==> src/rtl/uart_pkg.sv <==
// Shared UART receive definitions: FSM states, oversampling constants, vote helper.
// Latency: none (types/constants only).
// Backpressure: not applicable.
package uart_pkg;

  typedef enum logic [2:0] {IDLE, START, DATA, STOP, BREAK} rx_state_t;

  localparam int         OVERSAMPLE = 16;
  localparam logic [3:0] MAJ_LO     = 4'd7;
  localparam logic [3:0] MAJ_MID    = 4'd8;
  localparam logic [3:0] MAJ_HI     = 4'd9;
  localparam logic [3:0] SC_LAST    = 4'(OVERSAMPLE - 1);

  function automatic logic maj3(input logic a, input logic b, input logic c);
    return (a & b) | (a & c) | (b & c);
  endfunction

endpackage

==> src/rtl/byte_fifo.sv <==
// First-word-fall-through byte FIFO with registered head data and overflow drop pulse.
// Latency: write-to-head 1 cycle; head updates the cycle after a pop.
// Backpressure: a write while full without a same-cycle pop is dropped and flagged.
module byte_fifo #(
  parameter int DEPTH = 4
) (
  input  logic       clk,
  input  logic       rst,
  input  logic       ce,
  input  logic       wr_vld,
  input  logic [7:0] wr_dat,
  input  logic       rd_rdy,
  output logic       rd_vld,
  output logic [7:0] rd_dat,
  output logic       drop
);

  localparam int AW = (DEPTH > 1) ? $clog2(DEPTH) : 1;
  localparam int CW = AW + 1;

  if ((DEPTH < 2) || ((DEPTH & (DEPTH - 1)) != 0)) begin : g_bad_depth
    $error("byte_fifo: DEPTH must be a power of 2 and at least 2");
  end

  logic [7:0]    mem_q [DEPTH];
  logic [7:0]    mem_d [DEPTH];
  logic [AW-1:0] wr_ptr_q, wr_ptr_d;
  logic [AW-1:0] rd_ptr_q, rd_ptr_d;
  logic [CW-1:0] count_q, count_d;
  logic [7:0]    rd_dat_q, rd_dat_d;
  logic          drop_q, drop_d;
  logic          full, empty, push, pop;

  always_comb begin
    mem_d    = mem_q;
    wr_ptr_d = wr_ptr_q;
    rd_ptr_d = rd_ptr_q;
    count_d  = count_q;
    full     = (count_q == CW'(DEPTH));
    empty    = (count_q == '0);
    pop      = rd_rdy && !empty;
    // A pop frees a slot in the same cycle, so a full FIFO can still accept.
    push     = wr_vld && (!full || pop);
    drop_d   = wr_vld && full && !pop;
    if (push) begin
      mem_d[wr_ptr_q] = wr_dat;
      wr_ptr_d        = wr_ptr_q + AW'(1);
    end
    if (pop) begin
      rd_ptr_d = rd_ptr_q + AW'(1);
    end
    case ({push, pop})
      2'b10:   count_d = count_q + CW'(1);
      2'b01:   count_d = count_q - CW'(1);
      default: count_d = count_q;
    endcase
    rd_dat_d = mem_d[rd_ptr_d];
  end

  always_ff @(posedge clk) begin
    if (rst) begin
      for (int i = 0; i < DEPTH; i++) mem_q[i] <= '0;
      wr_ptr_q <= '0;
      rd_ptr_q <= '0;
      count_q  <= '0;
      rd_dat_q <= '0;
      drop_q   <= 1'b0;
    end else if (ce) begin
      mem_q    <= mem_d;
      wr_ptr_q <= wr_ptr_d;
      rd_ptr_q <= rd_ptr_d;
      count_q  <= count_d;
      rd_dat_q <= rd_dat_d;
      drop_q   <= drop_d;
    end
  end

  assign rd_vld = (count_q != '0);
  assign rd_dat = rd_dat_q;
  assign drop   = drop_q;

endmodule

==> src/rtl/uart_rx_fifo.sv <==
// 8N1 UART receiver (16x oversampling, 3-sample vote) feeding a byte FIFO.
// Latency: byte pushed at the mid-stop decision, data_valid one cycle later.
// Backpressure: consumer valid/ready; a full FIFO drops new bytes and pulses overrun.
module uart_rx_fifo
  import uart_pkg::*;
#(
  parameter int CLK_FREQ   = 50_000_000,
  parameter int BAUD       = 115_200,
  parameter int FIFO_DEPTH = 4
) (
  input  logic       clk,
  input  logic       rst,
  input  logic       ce,
  input  logic       rx,
  output logic [7:0] data_out,
  output logic       data_valid,
  input  logic       data_ready,
  output logic       framing_error,
  output logic       overrun
);

  localparam int DIV = CLK_FREQ / (OVERSAMPLE * BAUD);
  localparam int DW  = (DIV > 1) ? $clog2(DIV) : 1;

  if (DIV < 2) begin : g_bad_div
    $error("uart_rx_fifo: CLK_FREQ / (16*BAUD) must be at least 2");
  end

  rx_state_t     state_q, state_d;
  logic          rx_meta_q, rx_s_q;
  logic [DW-1:0] div_q, div_d;
  logic [3:0]    sc_q, sc_d;
  logic [2:0]    bit_q, bit_d;
  logic [7:0]    shreg_q, shreg_d;
  logic          s7_q, s7_d, s8_q, s8_d;
  logic          fe_q, fe_d;
  logic          tick, vote;
  logic          push_vld;

  always_comb begin
    state_d  = state_q;
    div_d    = div_q;
    sc_d     = sc_q;
    bit_d    = bit_q;
    shreg_d  = shreg_q;
    s7_d     = s7_q;
    s8_d     = s8_q;
    fe_d     = 1'b0;
    push_vld = 1'b0;
    tick     = (div_q == DW'(DIV - 1));
    vote     = maj3(s7_q, s8_q, rx_s_q);

    div_d = tick ? '0 : div_q + DW'(1);
    if (tick) begin
      sc_d = sc_q + 4'd1;
      if (sc_q == MAJ_LO)  s7_d = rx_s_q;
      if (sc_q == MAJ_MID) s8_d = rx_s_q;
    end

    case (state_q)
      IDLE: begin
        // Restart the bit clock on the falling edge so samples sit mid-bit.
        if (!rx_s_q) begin
          state_d = START;
          div_d   = '0;
          sc_d    = '0;
        end
      end
      START: begin
        if (tick && sc_q == MAJ_HI && vote) begin
          state_d = IDLE;
        end else if (tick && sc_q == SC_LAST) begin
          state_d = DATA;
          bit_d   = '0;
        end
      end
      DATA: begin
        if (tick && sc_q == MAJ_HI) begin
          shreg_d = {vote, shreg_q[7:1]};
        end
        if (tick && sc_q == SC_LAST) begin
          if (bit_q == 3'd7) state_d = STOP;
          else               bit_d   = bit_q + 3'd1;
        end
      end
      STOP: begin
        if (tick && sc_q == MAJ_HI) begin
          if (vote) begin
            push_vld = 1'b1;
            state_d  = IDLE;
          end else begin
            fe_d    = 1'b1;
            state_d = BREAK;
          end
        end
      end
      BREAK: begin
        if (rx_s_q) state_d = IDLE;
      end
      default: state_d = IDLE;
    endcase
  end

  always_ff @(posedge clk) begin
    if (rst) begin
      state_q   <= IDLE;
      rx_meta_q <= 1'b1;
      rx_s_q    <= 1'b1;
      div_q     <= '0;
      sc_q      <= '0;
      bit_q     <= '0;
      shreg_q   <= '0;
      s7_q      <= 1'b1;
      s8_q      <= 1'b1;
      fe_q      <= 1'b0;
    end else if (ce) begin
      state_q   <= state_d;
      rx_meta_q <= rx;
      rx_s_q    <= rx_meta_q;
      div_q     <= div_d;
      sc_q      <= sc_d;
      bit_q     <= bit_d;
      shreg_q   <= shreg_d;
      s7_q      <= s7_d;
      s8_q      <= s8_d;
      fe_q      <= fe_d;
    end
  end

  byte_fifo #(.DEPTH(FIFO_DEPTH)) u_fifo (
    .clk    (clk),
    .rst    (rst),
    .ce     (ce),
    .wr_vld (push_vld),
    .wr_dat (shreg_q),
    .rd_rdy (data_ready),
    .rd_vld (data_valid),
    .rd_dat (data_out),
    .drop   (overrun)
  );

  assign framing_error = fe_q;

endmodule
==> config.mk <==
export PLATFORM = sky130hd
export DESIGN_NAME = uart_rx_fifo
export DESIGN_NICKNAME = d
export VERILOG_FILES = /design/src/rtl/uart_pkg.sv /design/src/rtl/byte_fifo.sv /design/src/rtl/uart_rx_fifo.sv
export SDC_FILE = /design/constraint.sdc
export NUM_CORES = 1
export LEC_CHECK = 0
export ABC_AREA = 0
export CORE_MARGIN = 4
export CORE_UTILIZATION = 45
export DETAILED_ROUTE_END_ITERATION = 10
export DONT_BUFFER_PORTS = 1
export HOLD_SLACK_MARGIN = 0.1
export PLACE_DENSITY_LB_ADDON = 0.05
export SYNTH_ARGS = -nofsm -noshare
export SYNTH_HDL_FRONTEND = slang
export SYNTH_SLANG_ARGS = --single-unit
==> constraint.sdc <==
create_clock -name clk -period 3.3 [get_ports clk]
set_clock_uncertainty 0.2 [all_clocks]
set_input_delay 0.825 -clock clk [delete_from_list [all_inputs] [get_ports clk]]
set_output_delay 0.825 -clock clk [all_outputs]
set_load 0.005 [all_outputs]
# [Word-level counts from Yosys, hierarchy flattened]
# Index checks and enable logic that the tools add are counted.
[word_totals] mem_bits_rw=0 mem_count=0 latch_bits=0 mem_bits_ro=0 register_bits=76 wordCells=117 out_inout_bits=11
[op_classes] n_reduce_logical=24 bitwise=7 shifts=0 n_eq_ne=22 multipliers=0 addsub=7 order_cmp=3 mux=35 div_mod_pow=0
[op_table] op="2-to-1 mux 3 bit" count=12
[op_table] op="bitwise mux 32 bit" count=1
[op_table] op="2-to-1 mux 32 bit" count=1
[op_table] op="2-to-1 mux 8 bit" count=3
[op_table] op="binary-select mux 8 bit (select 2 bit)" count=1
[op_table] op="demux 8 bit (select 2 bit)" count=1
[op_table] op="inequality test 2 bit, second input constant" count=8
[op_table] op="2-to-1 mux 5 bit" count=3
[op_table] op="case mux 3 bit (5 select lines)" count=1
[op_table] op="equality test 4 bit, second input constant" count=3
[op_table] op="2-to-1 mux 4 bit" count=3
[op_table] op="case mux 3 bit (2 select lines)" count=2
[op_table] op="equality test 3 bit, second input constant" count=3
[op_table] op="AND reduction 3 bit" count=3
[op_table] op="logical AND 1 bit" count=8
[op_table] op="AND reduction 7 bit" count=1
[op_table] op="adder 3 x 1 -> 3 bit, second input constant" count=2
[op_table] op="equality test 3 x 2 -> 1 bit, second input constant" count=2
[op_table] op=">= comparator 3 bit, second input constant" count=2
[op_table] op="logical NOT 3 bit" count=2
[op_table] op="2-to-1 mux 1 bit" count=6
[op_table] op="NOT 2 -> 3 bit" count=2
[op_table] op="AND reduction 6 bit" count=1
[op_table] op="adder 5 x 1 -> 5 bit, second input constant" count=1
[op_table] op="other kinds (18)" count=26

# [Depth between registers and ports, before layout]
[depth] ltp_word=11 depth_mapped=16 ltp_nobuf=13

# [Hierarchy]
# Synthesis repeated with hierarchy kept, for this count alone.
[hier_totals] hier_cells=413 area_unflattened_um2=3854.9
[by_module_without_submodules] mod="byte_fifo" cells_per_inst=265 seq_area_each_um2=960.9 instances=1 area_per_inst_um2=2443.6
[by_module_without_submodules] mod="uart_rx_fifo" cells_per_inst=148 seq_area_each_um2=560.5 instances=1 area_per_inst_um2=1411.4

# [Least setup slack after synthesis]
# OpenSTA, ideal clock, no wires.
[synth_path] path_kind="input to register" from="input port data_ready" to="register u_fifo.count_q[2]" setup_ps=128 slack_ps=258 cell_stages=12 arrival_time_ps=2714 path_cell_list="nor4b_2 > nor2_2 > and2_1 > buf_4 > inv_2 > ha_1 > inv_1 > fa_1 > xnor2_1 > nand2_1 > xor2_1 > nor2_1"
[synth_via] elab_chain_len=6 elab_cells_between_ends=8
[synth_lines] item="start: declaration" line_no="uart_rx_fifo.sv:17" text="input logic data_ready,"
[synth_lines] item="logical AND 1 bit (*)" line_no="byte_fifo.sv:41" text="pop = rd_rdy && !empty;"
[synth_lines] item="logical OR 1 bit" line_no="byte_fifo.sv:43" text="push = wr_vld && (!full || pop);"
[synth_lines] item="logical AND 1 bit" line_no="byte_fifo.sv:43"
[synth_lines] item="equality test 2 bit / equality test 2 x 1 -> 1 bit (equally long branches)" line_no="byte_fifo.sv:52" text="case ({push, pop})"
[synth_lines] item="nonzero test 2 bit (no source line)"
[synth_lines] item="AND reduction 2 bit (no source line)"
[synth_lines] item="end signal: assignment" line_no="byte_fifo.sv:72" text="count_q <= count_d;"
[synth_lines] item="end: declaration" line_no="byte_fifo.sv:29" text="logic [CW-1:0] count_q, count_d;"
# Every way passes the cells marked *; elsewhere a longest branch is shown, timed or not.
# A chain may end at the register's enable or synchronous reset.

# [Worst setup path in the final report]
[layout_path] from="register sc_q[1]" to="register u_fifo.count_q[2]"
[layout_via] elab_chain_len=8 elab_cells_between_ends=10
[layout_lines] item="start: declaration" line_no="uart_rx_fifo.sv:32" text="logic [3:0] sc_q, sc_d;"
[layout_lines] item="start signal: assignment" line_no="uart_rx_fifo.sv:110" text="sc_q <= '0;"
[layout_lines] item="start signal: assignment" line_no="uart_rx_fifo.sv:121" text="sc_q <= sc_d;"
[layout_lines] item="equality test 4 bit (*)" line_no="uart_rx_fifo.sv:87" text="if (tick && sc_q == MAJ_HI) begin"
[layout_lines] item="logical AND 1 bit (*)" line_no="uart_rx_fifo.sv:87"
[layout_lines] item="2-to-1 mux 1 bit (*)" line_no="uart_rx_fifo.sv:87"
[layout_lines] item="2-to-1 mux 1 bit (*)" line_no="uart_rx_fifo.sv:60" text="case (state_q)"
[layout_lines] item="logical AND 1 bit (*)" line_no="byte_fifo.sv:43"
[layout_lines] item="equality test 2 bit / equality test 2 x 1 -> 1 bit (equally long branches)" line_no="byte_fifo.sv:52"
[layout_lines] item="nonzero test 2 bit (no source line)"
[layout_lines] item="AND reduction 2 bit (no source line)"
# Marks and branches as above.

==> out/results.ini <==
[drt]
drt-vias-per-instance = 5.80
wl_per_cell_microns = 17.3
route.detailed.drc = 0
finalWirelength_microns = 9340
first_iter_violations = 138
route.vias.total = 3130
ant_nets = 0
drt_pass1_iterations = 4

[global_routing]
grt_busiest_layer = met2
overflow = 0
gr-usage-met2_pct = 31.6
grt_util_met3_pct = 4.91
global_route_wire_length_before_repair_microns = 15500
vias_in_the_first_global_route = 3023
grt.total_usage_pct = 19.1
use_met1_pct = 23.8
antenna_found_initial = 0
maximum_number_of_pins_on_one_net_before_global_route_repair = 62

[placement]
gp_routability_congestion = 0.862
placed_cells = 524
dp.final_hpwl_microns = 6300
worst_slack_at_placement_ns = 0.194
buffer_ports.inserted = 0

[die]
top_level_ports = 16
chipWidth_microns = 102
initial_utilization_pct = 45.9
design.die.area_sq_um = 10400
core.rowCount = 34
die-height_microns = 102
design.core.area_sq_um = 8680

[timing]
final_hold_vios = 0
finalWorstSetupSlack_ns = 0.535
finalCritPeriodShare_pct = 83.8
report.final.slew_viol_count = 0
layout_min_cycle_time_ns = 2.77
setup_violations = 0
worstMarginPinSlew_ns = 0.560
setup_total_negative_slack_ns = 0
fmaxAchievable_mhz = 362
unrepaired_setup_endpoints_after_global_routing = false
max-slew-margin-rel_pct = 62.7

[clocking]
cts_made_buffers = 9
post-cts-setup-buffers = 0
htree_levels = 3
cts_tree = built
cts.sinks = 76
clk_latency_ns = 0.35
root_buffer = sky130_fd_sc_hd__clkbuf_8
clk_path_buf_depth = 2
post_cts_hold_buffer_count = 0
post_cts_resize_count = 0
clkTransAtPathRegs_ns = 0.08

[finish]
areaGrowthSynthToFinish_pct = 5.94
instances_no_fill = 540
final_net_count = 445
fin_util_pct = 48.6
layout.cells.most_common = sky130_fd_sc_hd__dfxtp_1
num_antenna_cells = 0
layout_filler_cell_count = 857
final_layout_size_suffix_gt1_share_pct = 9.49
layout.cells.most_common_list = 76 x sky130_fd_sc_hd__dfxtp_1, 74 x sky130_fd_sc_hd__nor2_1, 45 x sky130_fd_sc_hd__mux2i_1, 20 x sky130_fd_sc_hd__inv_1, 17 x sky130_fd_sc_hd__o21ai_0

[pwr]
powerDensity_nw_per_um2 = 402
max-vdd-ir-drop_uv = 267
power_leakage_nw = 1.81

[synthesis]
synth_top_area_cell = sky130_fd_sc_hd__dfxtp_1
ys_ff_latch = 76
synth_cell_type_count = 60
postSynth.asyncResetShare_pct = 0
synth_edf_count = 0
synth_area_leaders = sky130_fd_sc_hd__dfxtp_1 38%, sky130_fd_sc_hd__mux2i_1 11%, sky130_fd_sc_hd__nor2_1 7.0%, sky130_fd_sc_hd__ha_1 3.8%, sky130_fd_sc_hd__clkbuf_1 2.3%
postSynthCellCount = 443
average_cell_area_after_synthesis_sq_um = 8.98
mappedNetlistNets = 461
netlist_area_sq_um = 3980
synth_flop_cell = sky130_fd_sc_hd__dfxtp_1
synth_top_area_share_pct = 38.2
yosysSeqAreaShare_pct = 38.2
ys.warnings.count = 0

[job]
drv_cap = 0

[worst_setup_path]
rrSetupSlack_ns = 0.53
timing.rr.end = u_fifo.count_q[2]$_SDFFE_PP0P_
reg2reg_from = sc_q[1]$_SDFFE_PP0P_
worstSetupEndpointType = flip-flop
critPathKind = flip-flop to flip-flop
worst_setup_path_start_kind = flip-flop
worstPathRequired_ns = 3.35
critPathMaxFanout = 9
cp-endpoint = u_fifo.count_q[2]$_SDFFE_PP0P_
cp.arrival_ns = 2.81
worst_r2r_path_depth = 13
worstSetupStartpoint = sc_q[1]$_SDFFE_PP0P_

[run_status]
result_of_the_run = completed

[worst_hold_path]
hold_path_startpoint = framing_error$_SDFFE_PP0P_
hold_path_class = flip-flop to flip-flop

## cells in the mapped netlist (2+ instances only)
master	instances
sky130_fd_sc_hd__clkbuf_1	24
sky130_fd_sc_hd__and3_1	4
sky130_fd_sc_hd__nor3_1	10
sky130_fd_sc_hd__a21boi_1	2
sky130_fd_sc_hd__nand3_1	7
sky130_fd_sc_hd__a21oi_1	12
sky130_fd_sc_hd__a211oi_1	9
sky130_fd_sc_hd__a31o_2	2
sky130_fd_sc_hd__a21boi_0	5
sky130_fd_sc_hd__buf_4	2
sky130_fd_sc_hd__o221ai_1	8
sky130_fd_sc_hd__o21ai_0	17
sky130_fd_sc_hd__xnor2_1	5
sky130_fd_sc_hd__o31ai_1	2
sky130_fd_sc_hd__dfxtp_1	76
sky130_fd_sc_hd__o32ai_1	8
sky130_fd_sc_hd__xor2_2	2
sky130_fd_sc_hd__a311oi_1	8
sky130_fd_sc_hd__nand4b_1	3
sky130_fd_sc_hd__nand4_2	5
sky130_fd_sc_hd__and3b_1	2
sky130_fd_sc_hd__a31oi_1	8
sky130_fd_sc_hd__mux2i_1	45
sky130_fd_sc_hd__xor2_1	5
sky130_fd_sc_hd__nor2_1	74
sky130_fd_sc_hd__nand2b_1	11
sky130_fd_sc_hd__ha_1	12
sky130_fd_sc_hd__nand2_1	14
sky130_fd_sc_hd__a211o_1	2
sky130_fd_sc_hd__nand3b_1	2
sky130_fd_sc_hd__buf_2	5
sky130_fd_sc_hd__inv_1	20
sky130_fd_sc_hd__nand4_1	5
## cell type report
type	count	area, sq um	share of cell area [%]
Clock buffer	11	141	3.35
Clock inverter	5	60.1	1.42
Inverter	21	78.8	1.87
Multi-Input combinational cell	313	2230	53.0
Sequential cell	76	1520	36.1
Tap cell	108	135	3.20
Timing Repair Buffer	6	45.0	1.07
## registers in the layout, summed over array words and instances (netlist names)
name,flops
u_fifo.rd_ptr_q,2
u_fifo.wr_ptr_q,2
framing_error,1
div_q,5
shreg_q,8
s7_q,1
sc_q,4
rx_meta_q,1
state_q,3
u_fifo.rd_dat,8
bit_q,3
rx_s_q,1
u_fifo.mem_q,32
s8_q,1
u_fifo.count_q,3
u_fifo.drop,1
## through the flow
stage / hold slack, ns / power (W) / instance area [sq um]
after global routing: 0.295 / 0.00177 / 4220
after detailed placement: 0.259 / 0.000988 / 4020
final: 0.264 / 0.00170 / 4220
after CTS: 0.269 / 0.00172 / 4220
after floorplan: 0.241 / 0.000994 / 3980
after global placement: 0.254 / 0.000987 / 4020
## power by group
part           internal, W  switching, W
clock             0.000373      0.000356
sequential        0.000921    0.00000590
combinational    0.0000157     0.0000232
total              0.00131      0.000385
## worst max-delay path, stage by stage (launching register included)
cell and delay (ns):
sky130_fd_sc_hd__dfxtp_1 0.36, sky130_fd_sc_hd__inv_1 0.08, sky130_fd_sc_hd__ha_1 0.18, sky130_fd_sc_hd__and3b_1 0.22
sky130_fd_sc_hd__and3_1 0.22, sky130_fd_sc_hd__and2_1 0.16, sky130_fd_sc_hd__inv_2 0.17, sky130_fd_sc_hd__ha_1 0.21
sky130_fd_sc_hd__inv_1 0.06, sky130_fd_sc_hd__fa_1 0.37, sky130_fd_sc_hd__xnor2_1 0.15, sky130_fd_sc_hd__nand2_1 0.08
sky130_fd_sc_hd__xor2_1 0.14, sky130_fd_sc_hd__nor2_1 0.05
## routing by layer
| metal | wire (microns) | share of wire, % |
|---|---|---|
| met3 | 478 | 5.1 |
| met2 | 4480 | 48 |
| met1 | 4130 | 44 |
| met5 | 0 | 0 |
| met4 | 240 | 2.6 |
## cell families (layout without fill, tap and decap cells)
| family | Yosys count | in the layout | share of synthesized area (%) |
|---|---|---|---|
| and+or+nand+nor | 147 | 147 | 18.8 |
| AOI/OAI and AO/OA | 93 | 93 | 17.4 |
| DFF | 76 | 76 | 38.2 |
| buffers and inverters | 54 | 43 | 5.63 |
| muxes | 46 | 46 | 11.9 |
| adders and majority gates | 14 | 14 | 4.56 |
| xor gates and xnor gates | 13 | 13 | 3.43 |
## worst min-delay path by stage
| stage | to | slack (ns) | depth (start not counted) |
|---|---|---|---|
| finish | framing_error$_SDFFE_PP0P_ | 0.26 | 2 |
| global route | div_q[4]$_SDFFE_PP0P_ | 0.29 | 2 |
| CTS | framing_error$_SDFFE_PP0P_ | 0.27 | 2 |
| detailed placement | framing_error$_SDFFE_PP0P_ | 0.26 | 2 |
| global placement | framing_error$_SDFFE_PP0P_ | 0.25 | 2 |
| floorplan | rx_meta_q$_SDFFE_PP1P_ | 0.24 | 2 |
(Power assumes the default switching activity.)
